--- config.mk ---
export PLATFORM = sky130hd
export DESIGN_NAME = uart_rx_deser
export DESIGN_NICKNAME = d
export VERILOG_FILES = /design/src/rtl/uart_rx_deser.sv
export SDC_FILE = /design/constraint.sdc
export NUM_CORES = 1
export LEC_CHECK = 0
export CORE_UTILIZATION = 58
export CTS_BUF_LIST = sky130_fd_sc_hd__clkbuf_8
export CTS_CLUSTER_SIZE = 20
export DETAILED_ROUTE_END_ITERATION = 8
export PLACE_DENSITY = 0.85
export REMOVE_ABC_BUFFERS = 1
export SYNTH_ARGS = -nofsm -noshare
export SYNTH_HDL_FRONTEND = slang
export SYNTH_SLANG_ARGS = --single-unit
--- constraint.sdc ---
create_clock -name clk -period 2.9 [get_ports clk]
set_input_delay 0.29 -clock clk [delete_from_list [all_inputs] [get_ports clk]]
set_output_delay 0.29 -clock clk [all_outputs]
set_load 0.005 [all_outputs]
--- src/rtl/uart_rx_deser.sv ---
// uart_rx_deser: UART receiver that turns the serial RX line into a byte plus a one-cycle load strobe.
// Define UART_RX_PARITY_EN for 8E1 frames with an even-parity check (8N1 otherwise).
module uart_rx_deser #(
    parameter int CLKS_PER_BIT = 434,
    parameter int SYNC_STAGES  = 2
) (
    input  logic       clk,
    input  logic       rst,
    input  logic       rx_serial,
    output logic [7:0] rx_data,
    output logic       rx_valid,
    output logic       rx_busy,
    output logic       frame_err,
    output logic       parity_err
);
    localparam logic [15:0] LAST    = 16'(CLKS_PER_BIT - 1);
    localparam logic [15:0] HALF_M1 = 16'(CLKS_PER_BIT / 2 - 1);
    typedef enum logic [2:0] {IDLE, START, DATA, PARITY, STOP, BREAK} state_t;
    state_t                 state;
    logic [SYNC_STAGES-1:0] sync;
    logic [15:0]            cnt;
    logic [2:0]             idx;
    logic [7:0]             shift;
    logic                   par_bad;
    logic                   rxs;
    logic                   tick;
    assign rxs     = sync[SYNC_STAGES-1];
    assign tick    = cnt == LAST;
    assign rx_busy = state != IDLE;
    always_ff @(posedge clk) begin
        if (!rst) begin
            state      <= IDLE;
            sync       <= '1;
            cnt        <= '0;
            idx        <= '0;
            shift      <= '0;
            par_bad    <= 1'b0;
            rx_data    <= 8'h00;
            rx_valid   <= 1'b0;
            frame_err  <= 1'b0;
            parity_err <= 1'b0;
        end else begin
            sync       <= {sync[SYNC_STAGES-2:0], rx_serial};
            rx_valid   <= 1'b0;
            frame_err  <= 1'b0;
            parity_err <= 1'b0;
            case (state)
                IDLE: begin
                    cnt <= '0;
                    if (!rxs) state <= START;
                end
                START: begin
                    if (cnt == HALF_M1) begin
                        cnt     <= '0;
                        idx     <= '0;
                        par_bad <= 1'b0;
                        state   <= rxs ? IDLE : DATA;
                    end else cnt <= cnt + 16'd1;
                end
                DATA: begin
                    if (tick) begin
                        cnt        <= '0;
                        shift[idx] <= rxs;
                        if (idx == 3'd7) begin
`ifdef UART_RX_PARITY_EN
                            state <= PARITY;
`else
                            state <= STOP;
`endif
                        end else idx <= idx + 3'd1;
                    end else cnt <= cnt + 16'd1;
                end
`ifdef UART_RX_PARITY_EN
                PARITY: begin
                    if (tick) begin
                        cnt     <= '0;
                        par_bad <= rxs ^ (^shift);
                        state   <= STOP;
                    end else cnt <= cnt + 16'd1;
                end
`endif
                STOP: begin
                    if (tick) begin
                        cnt        <= '0;
                        parity_err <= par_bad;
                        // a parity failure withholds the byte even when the stop bit is good
                        if (rxs) begin
                            rx_valid <= !par_bad;
                            if (!par_bad) rx_data <= shift;
                            state <= IDLE;
                        end else begin
                            frame_err <= 1'b1;
                            state     <= BREAK;
                        end
                    end else cnt <= cnt + 16'd1;
                end
                BREAK: if (rxs) state <= IDLE;
                default: state <= IDLE;
            endcase
        end
    end
endmodule
[Word-level counts from Yosys, hierarchy flattened]
Index checks and enable logic that the tools add are counted.
Cells by class
  add/sub/neg operators: 2
  $lt $le $gt $ge: 2
  equal/unequal tests: 14
  muxes and demuxes: 20
  reductions and logical operators: 12
Operators by type and width (number)
  $pmux W16 S3: 1
  $mux W16: 2
  $mux W3: 10
  $add A16 B1 Y16 const B: 1
  $eq A16 B8 Y1 const B: 1
  $eq A16 B9 Y1 const B: 1
  $pmux W3 S5: 1
  $ne A2 B2 Y1 const B: 7
  $eq A3 B3 Y1 const B: 3
  $bwmux W8: 1
  $reduce_and A4 Y1: 2
  $pmux W3 S2: 1
  $reduce_and A3 Y1: 2
  $reduce_and A6 Y1: 1
  $reduce_bool A3 Y1: 2
  $lt A3 B4 Y1 const B: 1
  $add A3 B1 Y3 const B: 1
  $demux W1 S3: 1
  $eq A3 B1 Y1 const B: 1
  $eq A3 B2 Y1 const B: 1
  $ge A3 B1 Y1 const B: 1
  $logic_not A3 Y1: 1
  $mux W1: 2
  $mux W2: 1
  other kinds (4): 4
Storage, ports and cells
  bits in registers: 42
  word-level logic and storage cells: 58

[Logic depth before layout (Yosys ltp)]
  depth after elaboration: 5
  depth in mapped cells: 9
  mapped depth without buffers: 7

[Worst setup path before layout]
OpenSTA, ideal clock, no wires.
  path type: register to register
  start: register cnt[9]
  end: register rx_data[0]
  library setup time: 128 ps
  arrival time: 2158 ps
  path slack: 615 ps
  cell stages (with the launch flop): 7
  path buffers: 1
  clock period less this slack: 2285 ps
  cell sequence: dfxtp_1 buf_6 or4_4 or4_4 nor3_4 mux2i_1 nor2_1
Between the ends
  cells in the longest elaborated chain, start to end: 2
Ends and longest elaborated chain
  start: declaration: RTL line 21  | logic [15:0] cnt;
  start signal: assignment: RTL line 58  | end else cnt <= cnt + 16'd1;
  start signal: assignment: RTL line 71  | end else cnt <= cnt + 16'd1;
  start signal: assignment: RTL line 95  | end else cnt <= cnt + 16'd1;
  $eq A16 B9 Y1: RTL line 28  | assign tick = cnt == LAST;
  $reduce_and A3 Y1 (no source line)
  end signal: assignment: RTL line 89  | if (!par_bad) rx_data <= shift;
  end: declaration: RTL line 10  | output logic [7:0] rx_data,
Every way passes these cells.
A chain may end at the register's enable or synchronous reset.

[Worst setup path after layout]
  start: register state[1]
  end: register cnt[12]
Between the ends
  cells in the longest elaborated chain, start to end: 3
  elaborated cells between the ends (all ways): 7
  classes of those cells: eq/ne (3); mux (1); reduce/logical (3)
Ends and longest elaborated chain
  start: declaration: RTL line 19  | state_t state;
  start signal: assignment: RTL line 57  | state <= rxs ? IDLE : DATA;
  $eq A3 B3 Y1 or $eq A3 B2 Y1 (tied branches): RTL line 47  | case (state)
  $reduce_or A2 Y1 (no source line)
  $pmux W16 S3 or $reduce_bool A3 Y1 (tied branches)
Several ways; a longest one is shown, not always the timed one.

==> qor.txt <==
Seq/Total Area, Yosys: 41.0%
CTS tree: built
clock-pin slew of the registers on the worst-case setup and hold paths: 80 ps
Max Root-Sink Buffers: 2
ANT cells: 0
final setup fails: 0
drt pass-1 iters: 4
Area Overhead vs Synth: 14.6%
htree depth: 2
CTS Hold Bufs: 0
# IOs: 15
Achievable Freq: 391 MHz
critical hold path startpoint: sync[0]
Syn Inst Count: 238
gr usage total: 26.4%
core area: 3360 sq um
combinational group share of total power: 3.0%
grt ovf: 0
worst slew pin tran: 1160 ps
Setup crit start kind: register
post-layout minimum cycle time: 2560 ps
Mapped Area: 2050 sq um
post-route non-filler standard cell count: 296
Placer Congestion: 0.832
post-route setup TNS: 0 ps
sequential share of power: 49.0%
ANT nets after route: 0
max-cap violations: 0
placed cells: 288
Clock power frac: 48.0%
Tcrit/Tclk final: 88.1%
RSZ-0062 raised after global routing: no
Cell variety after synth: 49
EDFF count, synth: 0
Leak Pwr: 0.842 nW
synthesized flop and latch total: 42
Max-Slew Margin vs Limit: 22.4%
Final nets: 257
post-synthesis mux area share: 9.32%
postcts setup bufs: 0
crit path capture type: register
Synth Area in Adders: 3.05%
r2r startpoint: state[1]
r2r endpoint: cnt[12]
Worst Path Max Fanout: 21
Worst VDD drop: 0.344 mV
number of global-route vias before repair: 1609
first-pass GRT wire length: 7200 um
1st-iter DRT viols: 125
R2R Setup Slk: 340 ps
Initial Utilization: 61.0%
post_cts resized: 0
Sw Share: 19.5%
Final Hold Vio Count: 0
complex-gate fraction of the synthesized area: 12.9%
largest net degree at the start of global routing: 22
layout cells sized above 1: 9.20%
initial antenna violation count: 0
I/O Buffers: 13
clock sinks: 42
Vias/cell: 5.88
Power Dens Cells: 506 nW/um^2
TritonCTS buffer count: 5
Avg WL per Cell: 14.9 um
main combinational cell family by area after synthesis: simple AND/OR/NAND/NOR gates
syn_area_per_cell: 8.63 sq um
total die area: 3780 sq um
P_int: 0.959 mW
worst path required time: 3140 ps
Most used DFF post-synth: dfxtp_1
reg2reg path depth: 5
Worst Skew: 6.92 ps
# DRC: 0
die height: 61.5 um
YS warnings: 0
ys async rst share: 0%
fraction of the mapped netlist area in simple logic gates: 28.0%
Crit. Startpoint: state[1]
Slew Viols, Final: 0
WP data arrival: 2800 ps
row count: 21
net switching power: 0.233 mW
total power: 1.19 mW
Clk Latency, worst-skew pair: 300 ps
crit path to: cnt[12]
Hold Crit Class: register to register
Post-Route WL: 4420 um
post-detail-place hpwl: 3040 um
Post-Synth XOR/XNOR Area: 0.853%
Setup CP Type: register to register
status: completed
vias: 1740
die width: 61.5 um
root buffer cell: clkbuf_8
[worst min path at each step]
stage              end  slack, ps  cells after the start
3_5_place_dp   sync[1]        420                      1
2_1_floorplan  sync[0]        360                      1
4_1_cts        sync[1]        430                      1
5_1_grt        sync[1]        430                      1
6_report       sync[1]        420                      1
3_3_place_gp   sync[1]        400                      1
[cells by family (layout without fill, tap and decap cells)]
family / count (synthesis) / after routing
AND/OR/NAND/NOR: 107 / 107
multiplexers: 19 / 19
AO/OA/AOI/OAI: 40 / 40
flip-flops: 42 / 42
other: 1 / 1
XOR/XNOR: 2 / 2
adder cells (fa/ha/maj): 5 / 5
buffers and inverters: 22 / 34
[per-layer routing]
layer,vias up,GRT usage (%),wire length (um)
li1,869,-,-
met1,822,32.3,1980
met2,35,42.1,2150
met3,14,6.72,164
met4,0,14.6,123
met5,-,0,0
[synth_stat cells (all sizes together), types with 3 or more instances]
master / count / area share (%)
dfxtp: 42 / 41
nor2: 21 / 4.0
nand3b: 7 / 2.6
a21oi: 10 / 2.4
inv: 10 / 1.8
and3: 3 / 0.91
nand2: 32 / 5.9
nor3: 5 / 1.8
a31oi: 9 / 2.7
nor4: 4 / 1.8
o21ai: 6 / 1.5
clkbuf: 8 / 1.5
or4: 4 / 1.8
mux2i: 18 / 8.8
ha: 5 / 3.0
nand2b: 5 / 1.5
nand3: 13 / 3.2
nand4: 4 / 1.2
buf: 4 / 1.5
[final cells by class]
cell class | count | area [sq um]
clock buffers | 6 | 82.6
clock inverters | 2 | 60.1
fillers | 265 | 1010
inverters | 10 | 37.5
multi-input cells | 174 | 1120
flip-flops and latches | 42 | 841
well taps | 46 | 57.6
repair buffers | 16 | 153
[layout by cell type, fill, tap and decap left out, types with 2 or more instances in the layout]
master,netlist,final
ha_1,5,5
nor4_2,2,2
nor4_1,2,2
nand2b_1,5,5
nand4_1,4,4
bufinv_16,0,2
inv_1,10,10
a31oi_1,9,9
buf_4,2,3
dfxtp_1,42,42
nand4b_1,2,2
a41oi_1,2,2
or3b_2,2,2
or4_4,2,2
a22o_1,2,2
o21ai_0,6,6
a21oi_1,10,10
nand3b_1,7,7
and3_1,3,3
mux2i_1,18,18
nor2_1,20,20
or4_1,2,2
clkbuf_8,0,6
nand3_1,13,13
nor3_1,4,4
nand2_1,32,32
clkdlybuf4s50_1,0,13
[through the flow]
stage | utilization, % | cell area [sq um] | setup WS, ps | hold slack [ps]
2_1_floorplan | - | 1990 | 253 | 363
3_3_place_gp | 65.7 | 2210 | 455 | 396
3_5_place_dp | 65.7 | 2210 | 384 | 418
4_1_cts | 70.0 | 2350 | 330 | 429
5_1_grt | 70.0 | 2350 | 130 | 432
6_report | 70.0 | 2350 | 344 | 419
[critical path, cell delays in order, from the launching register on]
cell,delay (ps)
dfxtp_1,510
nand2b_1,200
a21o_1,260
o32ai_2,930
or3b_2,510
nand3_1,90
[power groups by stage]
| stage | combinational [mW] | sequential, mW | clock, mW |
|---|---|---|---|
| 6_report | 0.0358 | 0.584 | 0.572 |
| 5_1_grt | 0.0398 | 0.584 | 0.606 |
| 4_1_cts | 0.0360 | 0.583 | 0.579 |
| 3_5_place_dp | 0.0354 | 0.597 | 0 |
| 3_3_place_gp | 0.0346 | 0.597 | 0 |
| 2_1_floorplan | 0.0192 | 0.596 | 0 |
[flip-flops by register name, indices dropped and copies added, names as in the netlist]
register and count:
rx_data 8, shift 8, state 3, cnt 16
frame_err 1, idx 3, rx_valid 1, sync 2
(Power assumes the default switching activity.)
==> edit, RTL diff (config.mk and constraints unchanged) <==
The option `UART_RX_PARITY_EN` is turned on by a define.
--- a/src/rtl/uart_rx_deser.sv
+++ b/src/rtl/uart_rx_deser.sv
@@ -1,5 +1,7 @@
 // uart_rx_deser: UART receiver that turns the serial RX line into a byte plus a one-cycle load strobe.
 // Define UART_RX_PARITY_EN for 8E1 frames with an even-parity check (8N1 otherwise).
+`define UART_RX_PARITY_EN
+
 module uart_rx_deser #(
     parameter int CLKS_PER_BIT = 434,
     parameter int SYNC_STAGES  = 2
Check against the original RTL: same outputs for any inputs over 10 cycles, from zero or initial values and one cycle with rst low; that may be too few to reach the edited logic, so the function may still have changed.
==> edit against the original RTL <==
- sequential cell count up 2
- area after synthesis up 12%
- wire length down 1.5%
- fmax up 7.4%
- setup slack better by 180 ps
- critical path depth up 1
- via count up 5.6%
- sequential share of layout area down 1.1 points
- cell area up 8.2%
- critical path type unchanged
- largest cell class unchanged
- highest routed layer unchanged
Power is not compared: it rests on default switching activity, and its combinational part moved more than twofold at a synthesized area within 25%.
==> edit: results (changes against the original RTL) <==
status: complete, no violations
maximum number of pins on one net before global-route repair: 35 (+59%)
number of global-route vias before repair: 1648 (+2.4%)
worst path arrival time: 2570 ps (-230 ps)
global placer's final weighted congestion: 0.877 (+5.3%)
drt wl/cell: 13.9 um (-6.6%)
# diodes: 0 (unchanged)
layout cell share with drive strength beyond 1: 7.20% (-2.0 points)
synth cell count leaders: 44 x dfxtp_1, 32 x nand2_1, 19 x mux2i_1
Layout Nets: 271 (+5.4%)
PortBufs: 14 (+1)
gr usage total: 22.7% (-3.6 points)
sequential element share of the synthesized area: 38.5% (-2.5 points)
Max Clock Skew: 9.56 ps (+2.64 ps)
Yosys cell types: 47 (-4.1%)
worst skew pair latency: 310 ps
first-pass GRT wire length: 7.43 mm (+3.3%)
DR iter-0 viols: 136 (+8.8%)
Final HPWL DP: 2.93 mm (-3.6%)
fill count: 293 (+11%)
Worst Path Max Fanout: 25 (+19%)
CP startpoint: cnt[0]
pre-CTS setup slack: 547 ps (+163 ps)
Via-to-Cell Ratio: 5.89 (+0.16%)
min-delay src: sync[0]
TritonCTS Buffers: 5 (unchanged)
synth top area cells: dfxtp_1 38%, mux2i_1 8.3%, nand2_1 5.2%
worst slew pin tran: 879 ps (-285 ps)
## edit: area by class of cell
| type | instances | area, um^2 | share of cell area (%) |
|---|---|---|---|
| Timing Repair Buffer | 16 | 155 | 6.09 |
| Inverter | 4 | 15.0 | 0.589 |
| Clock inverter | 3 | 42.5 | 1.67 |
| Clock buffer | 5 | 68.8 | 2.70 |
| Multi-Input combinational cell | 192 | 1330 | 52.0 |
| Sequential cell | 44 | 881 | 34.6 |
| Tap cell | 48 | 60.1 | 2.36 |
## edit: path summary, 6_finish.rpt
kind | end | slack, ps | cells past startpoint
max reg2reg | cnt[14] | 520 | 6
max | cnt[14] | 520 | 6
min reg2reg | sync[1] | 420 | 1
min | sync[1] | 420 | 1
## edit: metal layers
metal	track usage, %	vias up	wire length, um
met5	0	-	0
met4	7.50	0	65
met3	5.28	7	205
met2	33.3	45	1900
met1	32.6	846	2180
li1	-	939	-
## edit: per-stage QoR
stage	instance area [um^2]	utilization (%)	instances
finish	2550	68.6	312
global route	2550	68.6	312
CTS	2550	68.6	312
detailed placement	2440	65.6	304
global placement	2440	65.6	304
floorplan	2220	-	240
## edit: worst max-delay path, cell delays in order, from the launching register on
cell	delay (ps)
dfxtp_1	450
ha_1	190
nor3b_1	250
and4_1	510
o32ai_4	340
and3_1	260
a221o_1	250
## edit: power groups by stage
stage | Sequential [mW] | Combinational, mW | Clock, mW
global route | 0.629 | 0.119 | 0.498
detailed placement | 0.641 | 0.107 | 0
CTS | 0.627 | 0.107 | 0.474
finish | 0.627 | 0.107 | 0.467
global placement | 0.640 | 0.103 | 0
floorplan | 0.637 | 0.0761 | 0
## edit: cell families (layout without fill, tap and decap cells)
| family | after synthesis | in the layout | share of synthesized area (%) |
|---|---|---|---|
| and+or+nand+nor | 111 | 111 | 28.3 |
| adders and majority gates | 5 | 5 | 2.73 |
| AOI/OAI and AO/OA | 46 | 46 | 14.2 |
| muxes | 20 | 20 | 8.80 |
| xor gates and xnor gates | 10 | 10 | 3.83 |
| buffers and inverters | 19 | 28 | 3.66 |
| DFF | 44 | 44 | 38.5 |
